## src/rtl/ivl_uvm_apb_responder.sv

```systemverilog
// APB completer: DEPTH-word register file, CTRL.WAIT programmable wait states,
// pslverr on misaligned/unmapped addresses, completed-transfer and error counters.
module ivl_uvm_apb_responder #(
  parameter  int unsigned ADDR_W = 8,
  parameter  int unsigned DATA_W = 32,
  parameter  int unsigned DEPTH  = 16,
  localparam int unsigned STRB_W = DATA_W / 8,
  localparam int unsigned TXN_W  = 16,
  localparam int unsigned ERR_W  = 8
) (
  input  logic              clk,
  input  logic              rst,
  input  logic              psel,
  input  logic              penable,
  input  logic              pwrite,
  input  logic [ADDR_W-1:0] paddr,
  input  logic [DATA_W-1:0] pwdata,
  input  logic [STRB_W-1:0] pstrb,
  output logic [DATA_W-1:0] prdata,
  output logic              pready,
  output logic              pslverr,
  output logic [TXN_W-1:0]  txn_count,
  output logic [ERR_W-1:0]  err_count
);

  localparam int unsigned CNT_W  = 4;
  localparam int unsigned WIDX_W = ADDR_W - 2;
  localparam int unsigned IDX_W  = (DEPTH > 1) ? $clog2(DEPTH) : 1;
  localparam logic [ADDR_W-1:0] CTRL_ADDR = {{WIDX_W{1'b1}}, 2'b00};

  typedef enum logic {
    IDLE   = 1'b0,
    ACCESS = 1'b1
  } state_t;

  state_t              r_state;
  state_t              w_state_nxt;
  logic [CNT_W-1:0]    r_cnt;
  logic [CNT_W-1:0]    w_cnt_nxt;
  logic [CNT_W-1:0]    r_wait;
  logic [ADDR_W-1:0]   r_addr;
  logic                r_write;
  logic [DATA_W-1:0]   r_wdata;
  logic [STRB_W-1:0]   r_strb;
  logic [DATA_W-1:0]   r_mem [DEPTH];
  logic [TXN_W-1:0]    r_txn_count;
  logic [ERR_W-1:0]    r_err_count;

  logic                w_setup;
  logic                w_done;
  logic                w_is_mem;
  logic                w_is_ctrl;
  logic                w_err;
  logic [IDX_W-1:0]    w_idx;
  logic [DATA_W-1:0]   w_rdata;
  logic [DATA_W-1:0]   w_wmask;

  // Address decode of the latched transfer
  assign w_is_mem  = (r_addr[1:0] == 2'b00) && (r_addr[ADDR_W-1:2] < WIDX_W'(DEPTH));
  assign w_is_ctrl = (r_addr == CTRL_ADDR);
  assign w_err     = !(w_is_mem || w_is_ctrl);
  assign w_idx     = r_addr[IDX_W+1:2];
  assign w_rdata   = w_is_ctrl ? DATA_W'(r_wait) : (w_is_mem ? r_mem[w_idx] : '0);
  assign w_wmask   = {{8{r_strb[3]}}, {8{r_strb[2]}}, {8{r_strb[1]}}, {8{r_strb[0]}}};

  always_ff @(posedge clk) begin
    if (rst) begin
      r_state <= IDLE;
      r_cnt   <= '0;
    end else begin
      r_state <= w_state_nxt;
      r_cnt   <= w_cnt_nxt;
    end
  end

  always_comb begin
    w_state_nxt = r_state;
    w_cnt_nxt   = r_cnt;
    w_setup     = 1'b0;
    w_done      = 1'b0;
    pready      = 1'b0;
    pslverr     = 1'b0;
    prdata      = '0;
    case (r_state)
      IDLE: begin
        // psel with penable already high has no setup phase and is ignored
        if (psel && !penable) begin
          w_state_nxt = ACCESS;
          w_cnt_nxt   = r_wait;
          w_setup     = 1'b1;
        end
      end
      ACCESS: begin
        if (!psel) begin
          w_state_nxt = IDLE;
        end else if (penable) begin
          if (r_cnt != '0) begin
            w_cnt_nxt = r_cnt - CNT_W'(1);
          end else begin
            pready      = 1'b1;
            pslverr     = w_err;
            prdata      = (r_write || w_err) ? '0 : w_rdata;
            w_done      = 1'b1;
            w_state_nxt = IDLE;
          end
        end
      end
      default: w_state_nxt = IDLE;
    endcase
  end

  // Transfer latch, memory/CTRL commit and counters
  always_ff @(posedge clk) begin
    if (rst) begin
      r_wait      <= '0;
      r_addr      <= '0;
      r_write     <= 1'b0;
      r_wdata     <= '0;
      r_strb      <= '0;
      r_txn_count <= '0;
      r_err_count <= '0;
      for (int unsigned i = 0; i < DEPTH; i++) begin
        r_mem[IDX_W'(i)] <= '0;
      end
    end else begin
      if (w_setup) begin
        r_addr  <= paddr;
        r_write <= pwrite;
        r_wdata <= pwdata;
        r_strb  <= pstrb;
      end
      if (w_done) begin
        r_txn_count <= r_txn_count + TXN_W'(1);
        if (w_err && (r_err_count != '1)) begin
          r_err_count <= r_err_count + ERR_W'(1);
        end
        if (r_write && w_is_ctrl && r_strb[0]) begin
          r_wait <= r_wdata[CNT_W-1:0];
        end
        if (r_write && w_is_mem) begin
          r_mem[w_idx] <= (r_mem[w_idx] & ~w_wmask) | (r_wdata & w_wmask);
        end
      end
    end
  end

  assign txn_count = r_txn_count;
  assign err_count = r_err_count;

endmodule

```

## config.mk

```make
export PLATFORM = sky130hd
export DESIGN_NAME = ivl_uvm_apb_responder
export DESIGN_NICKNAME = d
export VERILOG_FILES = /design/src/rtl/ivl_uvm_apb_responder.sv
export SDC_FILE = /design/constraint.sdc
export NUM_CORES = 1
export LEC_CHECK = 0
export ABC_CLOCK_PERIOD_IN_PS = 3400
export CORE_ASPECT_RATIO = 0.5
export CORE_UTILIZATION = 25
export DETAILED_ROUTE_END_ITERATION = 8
export DONT_BUFFER_PORTS = 1
export HOLD_SLACK_MARGIN = 0.15
export PLACE_DENSITY = 0.41
export SYNTH_ARGS = -nofsm -noshare
export SYNTH_HDL_FRONTEND = slang
export SYNTH_SLANG_ARGS = --single-unit
```

## constraint.sdc

```tcl
create_clock -name clk -period 3.4 [get_ports clk]
set_input_delay 0.34 -clock clk [delete_from_list [all_inputs] [get_ports clk]]
set_output_delay 0.34 -clock clk [all_outputs]
set_load 0.01 [all_outputs]
```

==> flow_summary_export.csv <==
group,metric,value,unit
timing,rsz0062_at_grt,"no",
finish,drive_above_1_share,23.67,%
run_status,outcome,"completed",
logic_synthesis,ys_seq_area_share,62.22,%
timing,hold_violations,0,
power_and_ir_drop,internal_power,12.33,mW
global_routing,grt_pass1_vias,17590,
logic_synthesis,synthArstFlopShare,0,%
logic_synthesis,yosys.area.top_type,"edfxtp_1",
placement,hpwl,56.00,mm
timing,fin_crit,3.296,ns
drt,drtIter0Drc,1637,
min_path,min_to,"r_mem[2][20]$_SDFFCE_PN0P_",
worst_setup_path,cp_max_fo,40,
logic_synthesis,synth_nets,2266,
floorplan,die_h,235.9,µm
min_path,hold_path_class,"input port to flop",
floorplan,dieWidth,469.8,µm
global_routing,grt_pass1_wl,133.3,mm
worst_setup_path,cpMostUsedCell,"buf_12",
worst_setup_path,crit_chain,"buf_12 > buf_12 > mux2i_1 > a22oi_1 > nand4_1 > a21oi_1",
timing,slew_headroom,28.82,%
clock_network,clk_pin_slew,0.07,ns
run,max_cap_viol_count,0,
global_routing,track_usage,16.75,%
power_and_ir_drop,p_sw,4.218,mW
timing,clock_skew,0.05965,ns
timing,max_freq,303.4,MHz
clock_network,clockRootBuffer,"clkbuf_16",
logic_synthesis,ys.flop_type,"edfxtp_1",
clock_network,insertion_delay,0.67,ns
timing,worstMarginPinSlew,1.068,ns
global_routing,grt_max_degree,79,
drt,viasPerCell,4.736,
worst_setup_path,max_stage_delay,0.51,ns
finish,area_delta_synth_final,16.33,%
finish,final_nets,2320,
worst_setup_path,crit_path_top_delay_cell,"a21oi_1",
worst_setup_path,crit_required,3.06,ns
power_and_ir_drop,p_clk_share,41.0,%
drt,drc,0,
worst_setup_path,r2r_end,"r_mem[11][0]$_SDFFCE_PN0P_",
power_and_ir_drop,p_seq_share,49.6,%
floorplan,core-area,108100,µm²
power_and_ir_drop,swShare,25.49,%
timing,fin_setup_tns,0,ns
worst_setup_path,crit_arrival,2.96,ns
clock_network,cts.sinks,594,
logic_synthesis,synth_cell_types,57,
clock_network,cts_buffers,60,
worst_setup_path,regToRegStartpoint,"r_cnt[0]$_SDFFE_PP0P_",
timing,fin_crit_sh,96.95,%
logic_synthesis,ys_ff_latch,594,
logic_synthesis,synth_top_area_share,56.21,%
placement,portBuffers,0,
worst_setup_path,start_kind,"flop",
floorplan,io_pins,107,
power_and_ir_drop,pwr-share-comb,9.3,%
drt,vias,17790,
floorplan,dieArea,110800,µm²
drt,wl_per_cell,25.14,µm
logic_synthesis,syn_area,27350,µm²
worst_setup_path,reg2reg_slack,0.67,ns
global_routing,grt_overflow,0,
timing,maxSlewViolCount,0,
finish,fillers,11010,
logic_synthesis,yosysWarnings,0,
timing,setup_viol,0,
drt,wl,94.44,mm
clock_network,clk_path_buf_depth,3,
worst_setup_path,path_class,"flop to output pin",
placement,globalplace.congestion,0.7569,
min_path,hold_depth,1,
floorplan,start_util,25.31,%
timing,whs,0.1871,ns
clock_network,cts_tree,"yes",
logic_synthesis,synth_most_common_cell,"edfxtp_1",
power_and_ir_drop,power_density,520.0,nW/µm²
drt,dr.pass1.iters,5,
logic_synthesis,synth_edf_count,512,
clock_network,h-tree-depth,2,
global_routing,antenna_found_initial,7,
power_and_ir_drop,power.leakage,10.07,nW
worst_setup_path,ff2ff_path_depth,9,
logic_synthesis,avgSynthCellArea,12.36,µm²
logic_synthesis,synth_cells,2213,
worst_setup_path,end_kind,"output pin",
logic_synthesis,synth_area_leaders,"edfxtp_1 56%, mux2i_1 7.2%, dfxtp_1 6.0%",
power_and_ir_drop,vdd_drop_max,0.4085,mV
drt,ant_nets,0,
floorplan,rows,85,
min_path,min_from,"rst",
logic_synthesis,synth_common_cells,"512 x edfxtp_1, 332 x nor2_1, 231 x nand2_1",
==> power by group through the flow <==
stage | Combinational [mW] | Clock, mW | Sequential, mW
final | 1.54 | 6.79 | 8.21
after global routing | 1.64 | 7.21 | 8.23
after CTS | 1.55 | 6.95 | 8.21
after detailed placement | 1.47 | 0 | 8.37
after global placement | 1.46 | 0 | 8.37
after floorplan | 1.06 | 0 | 8.33
==> sequential cells by signal, indices dropped and copies added, names as in the netlist, named ones only <==
name and flops:
r_addr 8, r_write 1, r_cnt 4, r_wait 4, r_wdata 32, r_strb 4
r_state 1, txn_count 16, r_mem 512, err_count 8
==> placed cells by master, fill, tap and decap left out, types with 36 or more instances in the layout <==
| cell type | synthesis | layout |
|---|---|---|
| mux2i_1 | 196 | 196 |
| edfxtp_1 | 512 | 512 |
| nand3_1 | 48 | 44 |
| nor2_1 | 332 | 330 |
| a21oi_1 | 103 | 96 |
| clkbuf_16 | 0 | 61 |
| nand4_1 | 58 | 58 |
| a22oi_1 | 36 | 36 |
| dfxtp_1 | 82 | 77 |
| dlygate4sd3_1 | 0 | 50 |
| buf_4 | 10 | 96 |
| nor2_2 | 217 | 218 |
| nand2_1 | 231 | 216 |
==> worst max path at each step <==
stage,from,end,slack [ns],depth (start not counted)
6_report,flop,prdata[20],0.10,6
5_1_grt,flop,prdata[17],0.01,6
2_1_floorplan,r_cnt[0]$_SDFFE_PP0P_,r_mem[7][0]$_SDFFCE_PN0P_,0.73,7
3_5_place_dp,r_state$_SDFF_PP0_,prdata[0],0.21,7
3_3_place_gp,r_state$_SDFF_PP0_,prdata[0],0.26,7
4_1_cts,r_cnt[0]$_SDFFE_PP0P_,prdata[26],0.02,9
==> layer usage <==
metal / vias up / track usage (%) / part of all wire [%]
met5: - / 0 / 0
met4: 0 / 3.590 / 1.6
met3: 96 / 2.855 / 5.8
met2: 517 / 26.05 / 45
met1: 9180 / 24.22 / 48
li1: 7994 / - / -
==> cell families (layout without fill, tap and decap cells) <==
logic type	after synthesis	after routing	synth area share, %
AND/OR/NAND/NOR	976	976	17.16
flip-flops	594	594	62.22
multiplexers	229	229	9.849
AO/OA/AOI/OAI	203	203	5.618
buffers and inverters	186	292	4.300
XOR/XNOR	21	21	0.6725
adder cells (fa/ha/maj)	4	4	0.1830
other	0	2	0
==> stage by stage <==
step	total power, mW	worst slack (ns)	utilization (%)	std cells	cell area [µm²]
finish	16.55	0.1036	29.45	3756	31820
global route	17.09	0.01146	29.45	3756	31820
CTS	16.71	0.02317	29.40	3752	31770
detailed placement	9.842	0.2090	27.05	3587	29230
global placement	9.830	0.2640	27.05	3587	29230
floorplan	9.388	0.7310	-	2213	27350
==> cell type report <==
cell class | instances | area [µm²] | share of cell area (%)
Antenna cell | 2 | 5.005 | 0.01573
Clock buffer | 83 | 1655 | 5.203
Clock inverter | 31 | 315.3 | 0.9910
Inverter | 11 | 41.29 | 0.1298
Multi-Input combinational cell | 1433 | 9336 | 29.34
Sequential cell | 594 | 17030 | 53.52
Tap cell | 1435 | 1795 | 5.643
Timing Repair Buffer | 167 | 1640 | 5.156
==> timing repair <==
action                                 CTS  global route
hold buffers                            51             0
resized for setup                       14             7
endpoints found under the hold margin   82             0
setup buffers                            0             3
setup endpoints to repair               26            14
pin swaps                                0             0
==> critical path: cells and delay by family (launching register included) <==
| kind | cells | cell delay (ns) |
|---|---|---|
| AOI/OAI and AO/OA | 2 | 0.70 |
| buffers and inverters | 2 | 0.57 |
| DFF | 1 | 0.46 |
| and+or+nand+nor | 1 | 0.38 |
| muxes | 1 | 0.11 |
No activity file was read; power rests on OpenSTA's default activity.
